**config.mk**
```make
export PLATFORM = sky130hd
export DESIGN_NAME = demux1to4_16b_flat
export DESIGN_NICKNAME = d
export VERILOG_FILES = /design/src/rtl/mips25_pkg.sv /design/src/rtl/demux1to4_16b_if.sv /design/src/rtl/demux_slot.sv /design/src/rtl/demux1to4_16b.sv /design/src/flat_wrapper.sv
export SDC_FILE = /design/constraint.sdc
export NUM_CORES = 1
export LEC_CHECK = 0
export ABC_CLOCK_PERIOD_IN_PS = 2000
export CORE_ASPECT_RATIO = 1.4
export CORE_MARGIN = 4
export CORE_UTILIZATION = 45
export CTS_CLUSTER_DIAMETER = 80
export DETAILED_ROUTE_END_ITERATION = 16
export PLACE_DENSITY = 0.81
export SLEW_MARGIN = 15
export SYNTH_ARGS = -nofsm -noshare
export SYNTH_HDL_FRONTEND = slang
export SYNTH_HIERARCHICAL = 1
export SYNTH_SLANG_ARGS = --single-unit
```
**constraint.sdc**
```tcl
create_clock -name clkpos -period 2 [get_ports clkpos]
set_input_delay 0.3 -clock clkpos [delete_from_list [all_inputs] [get_ports clkpos]]
set_output_delay 0.3 -clock clkpos [all_outputs]
set_load 0.05 [all_outputs]
```
**src/rtl/mips25_pkg.sv**
```systemverilog
// Shared definitions for the 1-to-4 lane demultiplexer.
//   lane_sel_t     : 2-bit lane select, {in1,in0}
//   LANE_A..LANE_D : select codes 0..3
//   lane_onehot()  : select code to 4-bit one-hot lane mask (bit0 = lane a)
package mips25_pkg;

  typedef logic [1:0] lane_sel_t;

  localparam lane_sel_t LANE_A = 2'd0;
  localparam lane_sel_t LANE_B = 2'd1;
  localparam lane_sel_t LANE_C = 2'd2;
  localparam lane_sel_t LANE_D = 2'd3;

  function automatic logic [3:0] lane_onehot(input lane_sel_t sel);
    lane_onehot = 4'b0001 << sel;
  endfunction

endpackage

```
**src/rtl/demux1to4_16b_if.sv**
```systemverilog
// Bus bundle for demux1to4_16b.
//   din/in0/in1/in_valid/in_ready : input word, lane select, handshake
//   a/b/c/d/out_valid/out_ready   : per-lane outputs and handshake (bit0 = a)
//   acc_cnt                       : accepted-word counter, modulo 256
// master = producer/consumer side (bench), slave = demultiplexer side.
interface demux1to4_16b_if #(
  parameter int unsigned WIDTH = 16
);

  logic [WIDTH-1:0] din;
  logic             in0;
  logic             in1;
  logic             in_valid;
  logic             in_ready;
  logic [WIDTH-1:0] a;
  logic [WIDTH-1:0] b;
  logic [WIDTH-1:0] c;
  logic [WIDTH-1:0] d;
  logic [3:0]       out_valid;
  logic [3:0]       out_ready;
  logic [7:0]       acc_cnt;

  modport master (
    output din, in0, in1, in_valid, out_ready,
    input  in_ready, a, b, c, d, out_valid, acc_cnt
  );

  modport slave (
    input  din, in0, in1, in_valid, out_ready,
    output in_ready, a, b, c, d, out_valid, acc_cnt
  );

endinterface

```
**src/rtl/demux_slot.sv**
```systemverilog
// One-entry holding register for a single output lane.
//   i_clk, i_rstn : clock, synchronous active-low reset
//   i_wr, i_data  : write strobe (an accepted input for this lane) and word
//   i_ready       : downstream sink ready
//   o_valid       : lane FULL
//   o_data        : held word
//   o_accept      : lane can take a word this cycle (EMPTY, or draining now)
module demux_slot #(
  parameter int unsigned WIDTH = 16
) (
  input  logic             i_clk,
  input  logic             i_rstn,
  input  logic             i_wr,
  input  logic [WIDTH-1:0] i_data,
  input  logic             i_ready,
  output logic             o_valid,
  output logic [WIDTH-1:0] o_data,
  output logic             o_accept
);

  logic             r_valid;
  logic [WIDTH-1:0] r_data;

  assign o_accept = ~r_valid | i_ready;
  assign o_valid  = r_valid;
  assign o_data   = r_data;

  // A write takes priority over a drain so a full lane refills without a bubble.
  always_ff @(posedge i_clk) begin
    if (!i_rstn) begin
      r_valid <= 1'b0;
      r_data  <= '0;
    end else if (i_wr) begin
      r_valid <= 1'b1;
      r_data  <= i_data;
    end else if (i_ready) begin
      r_valid <= 1'b0;
    end
  end

endmodule

```
**src/rtl/demux1to4_16b.sv**
```systemverilog
// Registered 1-to-4 demultiplexer with per-lane valid/ready.
//   clkpos   : clock, rising edge
//   rstn     : synchronous active-low reset
//   vdd, vss : supply-rail pins, no logical function
//   bus      : demux1to4_16b_if.slave (din, select, handshakes, lanes, acc_cnt)
// Holds only select decode, the in_ready mux and the accept counter; each
// lane is a demux_slot.
module demux1to4_16b
  import mips25_pkg::*;
#(
  parameter int unsigned WIDTH = 16
) (
  input logic             clkpos,
  input logic             rstn,
  input logic             vdd,
  input logic             vss,
  demux1to4_16b_if.slave  bus
);

  lane_sel_t        w_sel;
  logic [3:0]       w_sel_onehot;
  logic [3:0]       w_lane_accept;
  logic [3:0]       w_lane_valid;
  logic [3:0]       w_lane_wr;
  logic             w_xfer;
  logic [WIDTH-1:0] w_lane_data [4];
  logic [7:0]       r_acc_cnt;
  logic             w_rails_unused;

  assign w_rails_unused = vdd ^ vss;

  assign w_sel        = lane_sel_t'({bus.in1, bus.in0});
  assign w_sel_onehot = lane_onehot(w_sel);
  assign bus.in_ready = w_lane_accept[w_sel];
  assign w_xfer       = bus.in_valid & bus.in_ready;
  assign w_lane_wr    = w_xfer ? w_sel_onehot : '0;

  demux_slot #(.WIDTH(WIDTH)) u_slot_a (
    .i_clk(clkpos), .i_rstn(rstn), .i_wr(w_lane_wr[LANE_A]), .i_data(bus.din),
    .i_ready(bus.out_ready[LANE_A]), .o_valid(w_lane_valid[LANE_A]),
    .o_data(w_lane_data[LANE_A]), .o_accept(w_lane_accept[LANE_A])
  );

  demux_slot #(.WIDTH(WIDTH)) u_slot_b (
    .i_clk(clkpos), .i_rstn(rstn), .i_wr(w_lane_wr[LANE_B]), .i_data(bus.din),
    .i_ready(bus.out_ready[LANE_B]), .o_valid(w_lane_valid[LANE_B]),
    .o_data(w_lane_data[LANE_B]), .o_accept(w_lane_accept[LANE_B])
  );

  demux_slot #(.WIDTH(WIDTH)) u_slot_c (
    .i_clk(clkpos), .i_rstn(rstn), .i_wr(w_lane_wr[LANE_C]), .i_data(bus.din),
    .i_ready(bus.out_ready[LANE_C]), .o_valid(w_lane_valid[LANE_C]),
    .o_data(w_lane_data[LANE_C]), .o_accept(w_lane_accept[LANE_C])
  );

  demux_slot #(.WIDTH(WIDTH)) u_slot_d (
    .i_clk(clkpos), .i_rstn(rstn), .i_wr(w_lane_wr[LANE_D]), .i_data(bus.din),
    .i_ready(bus.out_ready[LANE_D]), .o_valid(w_lane_valid[LANE_D]),
    .o_data(w_lane_data[LANE_D]), .o_accept(w_lane_accept[LANE_D])
  );

  assign bus.a         = w_lane_data[LANE_A];
  assign bus.b         = w_lane_data[LANE_B];
  assign bus.c         = w_lane_data[LANE_C];
  assign bus.d         = w_lane_data[LANE_D];
  assign bus.out_valid = w_lane_valid;
  assign bus.acc_cnt   = r_acc_cnt;

  always_ff @(posedge clkpos) begin
    if (!rstn) begin
      r_acc_cnt <= '0;
    end else if (w_xfer) begin
      r_acc_cnt <= r_acc_cnt + 8'd1;
    end
  end

endmodule

```
**src/flat_wrapper.sv**
```systemverilog
// flat-port wrapper written by rule: the top's interface ports become plain ports
module demux1to4_16b_flat import mips25_pkg::*;
#(
  parameter int unsigned WIDTH = 16
)
  (clkpos, rstn, vdd, vss, bus_din, bus_in0, bus_in1, bus_in_valid, bus_out_ready, bus_in_ready, bus_a, bus_b, bus_c, bus_d, bus_out_valid, bus_acc_cnt);
  demux1to4_16b_if #(.WIDTH(WIDTH)) bus_i ();
  input logic clkpos;
  input logic rstn;
  input logic vdd;
  input logic vss;
  input wire logic [$bits(bus_i.din)-1:0] bus_din;
  input wire logic [$bits(bus_i.in0)-1:0] bus_in0;
  input wire logic [$bits(bus_i.in1)-1:0] bus_in1;
  input wire logic [$bits(bus_i.in_valid)-1:0] bus_in_valid;
  input wire logic [$bits(bus_i.out_ready)-1:0] bus_out_ready;
  output wire logic [$bits(bus_i.in_ready)-1:0] bus_in_ready;
  output wire logic [$bits(bus_i.a)-1:0] bus_a;
  output wire logic [$bits(bus_i.b)-1:0] bus_b;
  output wire logic [$bits(bus_i.c)-1:0] bus_c;
  output wire logic [$bits(bus_i.d)-1:0] bus_d;
  output wire logic [$bits(bus_i.out_valid)-1:0] bus_out_valid;
  output wire logic [$bits(bus_i.acc_cnt)-1:0] bus_acc_cnt;
  assign bus_i.din = bus_din;
  assign bus_i.in0 = bus_in0;
  assign bus_i.in1 = bus_in1;
  assign bus_i.in_valid = bus_in_valid;
  assign bus_i.out_ready = bus_out_ready;
  assign bus_in_ready = bus_i.in_ready;
  assign bus_a = bus_i.a;
  assign bus_b = bus_i.b;
  assign bus_c = bus_i.c;
  assign bus_d = bus_i.d;
  assign bus_out_valid = bus_i.out_valid;
  assign bus_acc_cnt = bus_i.acc_cnt;
  demux1to4_16b #(.WIDTH(WIDTH)) u_core (.clkpos(clkpos), .rstn(rstn), .vdd(vdd), .vss(vss), .bus(bus_i));
endmodule
```
# --- Yosys cells after proc, flatten, opt, wreduce, memory -nomap -nowiden ---
# Index checks and enable logic that the tools add are counted.
classes:
  add_sub_neg: 1
  mul: 0
  div_mod_pow: 0
  n_lt_le_gt_ge: 1
  eq_ne: 0
  n_shift: 1
  muxes: 11
  n_bitwise: 9
  reduce_logical: 4
op_table:
  columns: ["cell", "count"]
  rows:
  - ["$mux W1", 9]
  - ["$add A8 B1 Y8 const B", 1]
  - ["$reduce_bool A2 Y1", 4]
  - ["$mux W4", 1]
  - ["$not A1 Y1", 4]
  - ["$or A1 B1 Y1", 4]
  - ["$shl A1 B2 Y4 const A", 1]
  - ["$lt A2 B3 Y1 const B", 1]
  - ["$bmux W1 S2", 1]
  - ["$and A1 B1 Y1", 1]
word_totals:
  ff_bits: 76
  latch_bits: 0
  ramBits: 0
  rom_bits: 0
  in_bits: 27
  out_inout_bits: 77
  wordCells: 36
  mem_count: 0

# --- Longest topological paths before layout ---
depth:
  depth_word: 7
  depth_mapped: 6
  ltp_nobuf: 4

# --- Cells and area by module ---
# The synthesis kept the hierarchy.
modules_own_cells:
  columns: ["module", "n_inst", "cells_each", "area_per_inst_um2", "seq_area_each_um2"]
  rows:
  - ["demux_slot", 4, 55, 653.1, 340.3]
  - ["demux1to4_16b", 1, 50, 466.7, 160.2]

# --- Worst setup path before layout ---
# Ideal clock, no wire load.
synth_timing:
  path_kind: "reg-to-reg"
  start: "reg u_core.u_slot_d.r_valid (netlist: u_core/u_slot_d/o_valid)"
  end: "reg u_core.r_acc_cnt[4] (netlist: u_core/bus.acc_cnt[4])"
  setup_time_ns: 0.115
  arrival_ns: 1.719
  required_time_ns: 1.885
  setup_slack_ns: 0.166
  stages_incl_launch_ff: 6
  path_buffers: 1
  period_less_slack_ns: 1.834
  path_cell_list: "dfxtp_1 > nand2b_1 > mux4_2 > buf_6 > and3_1 > o21a_1"
synth_via:
  elab_chain_cells: 5
synth_rtl:
  columns: ["item", "line", "rtl"]
  rows:
  - ["from (decl)", "demux_slot.sv:21", "logic r_valid;"]
  - ["from (signal assigned)", "demux_slot.sv:31", "r_valid <= 1'b0;"]
  - ["from (signal assigned)", "demux_slot.sv:34", "r_valid <= 1'b1;"]
  - ["from (signal assigned)", "demux_slot.sv:37", "r_valid <= 1'b0;"]
  - ["$not A1 Y1", "demux_slot.sv:24", "assign o_accept = ~r_valid | i_ready;"]
  - ["$or A1 B1 Y1", "demux_slot.sv:24", null]
  - ["named net u_core.w_lane_accept[3]", "demux1to4_16b.sv:22", "logic [3:0] w_lane_accept;"]
  - ["$bmux W1 S2", "demux1to4_16b.sv:34", "assign bus.in_ready = w_lane_accept[w_sel];"]
  - ["$mux W1 (not written as such)", "demux1to4_16b.sv:34", null]
  - ["named net bus_in_ready", "flat_wrapper.sv:17", "output wire logic [$bits(bus_i.in_ready)-1:0] bus_in_ready;"]
  - ["$and A1 B1 Y1", "demux1to4_16b.sv:35", "assign w_xfer = bus.in_valid & bus.in_ready;"]
  - ["to (signal assigned)", "demux1to4_16b.sv:73", "r_acc_cnt <= r_acc_cnt + 8'd1;"]
  - ["to (decl)", "demux1to4_16b.sv:27", "logic [7:0] r_acc_cnt;"]
# The timed path passes the listed nets, and every way through them passes these cells. The select of a mux whose other input is x is not followed.
# A chain may end at the register's enable or synchronous reset.

# --- Worst setup path in the final report ---
layout_timing:
  start: "in bus_out_ready[3]"
  end: "out bus_in_ready"
layout_via:
  elab_chain_cells: 3
layout_rtl:
  columns: ["item", "line", "rtl"]
  rows:
  - ["from (decl)", "flat_wrapper.sv:16", "input wire logic [$bits(bus_i.out_ready)-1:0] bus_out_ready;"]
  - ["$or A1 B1 Y1", "demux_slot.sv:24", null]
  - ["named net u_core.w_lane_accept[3]", "demux1to4_16b.sv:22", null]
  - ["$bmux W1 S2", "demux1to4_16b.sv:34", null]
  - ["$mux W1 (not written as such)", "demux1to4_16b.sv:34", null]
  - ["to (decl)", "flat_wrapper.sv:17", null]
# The timed path passes the listed nets, and every way through them passes these cells. The select of a mux whose other input is x is not followed.

==> key figures <==
Setup path
  • Worst EP arrival: 1570 ps
  • CP delay by family, top: buffers and inverters
  • Critical Path Sink Type: output port
  • CP startpoint kind: input port
  • Worst reg2reg path startpoint: u_core/u_slot_d/o_valid
  • Slowest cell on crit path: mux4_2
  • Buf/Inv on CP: 2
  • FF-to-FF setup slack: 470 ps
  • R2R depth: 5
  • Critical Path Fanout Max: 3
  • Worst reg2reg endpoint: u_core/bus.acc_cnt[4]
  • Critical path class: input port to output port
  • Cell-by-cell listing of the critical path: clkdlybuf4s50_1, nand2b_1, mux4_2, buf_4
  • Crit-path max cell delay: 500 ps
  • Required time worst endpoint: 1700 ps

Placement
  • Gp weighted congestion: 0.738
  • Port buffer count: 101
  • Detail Placement HPWL: 4650 microns
  • DP Cell Count: 458

Logic synthesis
  • Asr flop ratio synth: 0%
  • Post-synth top cells: dfxtp_1, mux2i_1, nor2b_1
  • Seq/Total Area, Yosys: 49.4%
  • Cell variety after synth: 20
  • Yosys reg bits: 76
  • Top FF cell, synth: dfxtp_1
  • Yosys top cell by area: dfxtp_1
  • Mapped Cells: 270
  • Syn_nets: 298
  • Yosys Warn Count: 6
  • Netlist Area Pre-Place: 3080 sq um
  • EDFF count, synth: 0
  • Average cell area after synthesis: 11.4 sq um
  • Post-synth top area share: 49.4%
  • Top-count cell post-synth: dfxtp_1
  • Synth area leaders: dfxtp_1, mux2i_1, nor2b_1, buf_12, buf_6

GRT
  • Gr usage total: 17.0%
  • First-pass GRT wire length: 11200 microns
  • Pin count of the biggest net entering global routing: 37
  • Initial antenna violation count: 0
  • Number of global-route vias before repair: 2263
  • Remaining global-route overflow: 0

STA
  • Worst-Margin Slew: 530 ps
  • Fmax: 535 MHz
  • Setup total negative slack: 0 ps
  • Clk_skew: 8.86 ps
  • Fin. max-slew vios: 0
  • Slew Limit Headroom: 64.6%
  • Final worst-path cycle share: 93.5%
  • Final hold violations: 0
  • Final setup fails: 0
  • RSZ-0062 raised after global routing: false
  • Post-layout minimum cycle time: 1870 ps

Hold path
  • Hold Crit Class: input port to flop
  • Hold Path Origin: rstn
  • Hold path cells: 2
  • Worst Hold End: u_core/bus.acc_cnt[4]

Detailed routing
  • Initial DRC Count: 62
  • DRC violation count after routing: 0
  • DR WL/cell: 14.3 microns
  • Remaining antenna violation count after routing: 0
  • Vias: 2241
  • Avg Vias per Cell: 4.73
  • Pre-antenna DRT Iters: 4
  • Routed WL: 6770 microns

Cells and area
  • Final non-filler cell total: 474
  • Area Overhead vs Synth: 43.0%
  • Layout cells sized above 1: 7.59%
  • Nets: 406
  • Diode count: 0
  • Fill count: 528

Floorplan
  • Die area: 8250 sq um
  • IO Pins: 104
  • Cell row count: 35
  • Die Wd: 77.9 microns
  • Starting Density: 46.6%
  • DIE HEIGHT: 106 microns
  • Core ar.: 6610 sq um

Run
  • Max Cap Violations: 0

Clock network
  • Clk Latency, worst-skew pair: 330 ps
  • CTS tree: built
  • Reg clk slew, reported paths: 80 ps
  • TritonCTS Buffers: 9
  • CTS root buf: clkbuf_8
  • Hold buffer count at cts: 0
  • CTS Sinks: 76
  • Clk buf depth: 2
  • CTS H-tree depth: 3

Pwr
  • Leakage: 0.00156 uW
  • Pwr dens: 793 nW/um^2
  • Max VDD drop: 0.522 mV

Run status
  • Status: complete, no violations
worst max-delay path by stage:
stage | from | to | cells past startpoint
6_report | bus_out_ready[3] | bus_in_ready | 4
5_1_grt | u_core/bus.acc_cnt[2] | bus_acc_cnt[2] | 1
4_1_cts | u_core/bus.acc_cnt[3] | bus_acc_cnt[3] | 1
3_5_place_dp | bus_out_ready[3] | bus_in_ready | 4
3_3_place_gp | bus_out_ready[3] | bus_in_ready | 4
2_1_floorplan | u_core/u_slot_d/o_valid | u_core/bus.acc_cnt[4] | 5
through the flow:
stage	utilization (%)	power [uW]	instance area, sq um	worst slack [ps]	hold slack, ps
after floorplan	-	1970	3080	166	428
after global placement	62.9	2160	4160	1.28	457
after detailed placement	62.9	2170	4160	6.12	484
after CTS	66.6	3550	4400	113	411
after global routing	66.6	3660	4400	73.1	441
final	66.6	3490	4400	129	434
sequential cells by signal (all words and copies together) (netlist names):
| name | cells |
|---|---|
| u_core/u_slot_a/o_data | 16 |
| u_core/u_slot_b/o_data | 16 |
| u_core/u_slot_c/o_data | 16 |
| u_core/u_slot_d/o_data | 16 |
| u_core/bus.acc_cnt | 8 |
| u_core/u_slot_a/o_valid | 1 |
| u_core/u_slot_b/o_valid | 1 |
| u_core/u_slot_c/o_valid | 1 |
| u_core/u_slot_d/o_valid | 1 |
layer usage:
metal	part of all wire [%]	global-route usage (%)
met1	43	19.4
met2	48	28.4
met3	7.7	7.35
met4	1.0	5.25
met5	0	0
area by class of cell:
cell class,count,area (sq um),share of cell area [%]
clock buffers,9,124,2.81
clock inverters,6,113,2.56
inverters,6,22.5,0.511
multi-input cells,174,1380,31.3
flip-flops and latches,76,1520,34.5
well taps,92,115,2.61
repair buffers,111,1130,25.6
kinds of logic after synthesis:
group                      Yosys count  synth area share [%]
buffers and inverters               20                  5.77
muxes                               71                  23.5
and+or+nand+nor                     94                  19.1
DFF                                 76                  49.4
AOI/OAI and AO/OA                    8                  1.79
adders and majority gates            1                 0.406
where the power goes:
group,switching [uW],total (uW),leakage (uW),internal [uW]
combinational,313,537,0.000819,224
sequential,28.1,1590,0.000618,1560
clock,539,1370,0.000120,826
total,880,3490,0.00156,2610
layout by cell type (no fill, tap or decap):
cell type	n
clkdlybuf4s50_1	99
dfxtp_1	76
mux2i_1	70
nor2b_1	64
clkbuf_8	9
nand2b_1	9
nand2_1	8
buf_4	7
inv_1	6
and4_1	4
a21boi_0	4
buf_12	4
bufinv_16	3
and4b_1	2
nand3_1	2
nand4_1	2
a21oi_1	2
and3_1	2
o21a_1	2
inv_6	1
clkinv_4	1
clkinv_2	1
buf_2	1
mux4_2	1
and4bb_2	1
ha_1	1
what timing repair did:
item                                    4_1_cts  5_1_grt
endpoints found under the setup margin        1        0
gates resized for setup                       0        0
setup buffers                                 1        0
endpoints found under the hold margin         0        0
(Power assumes the default switching activity.)
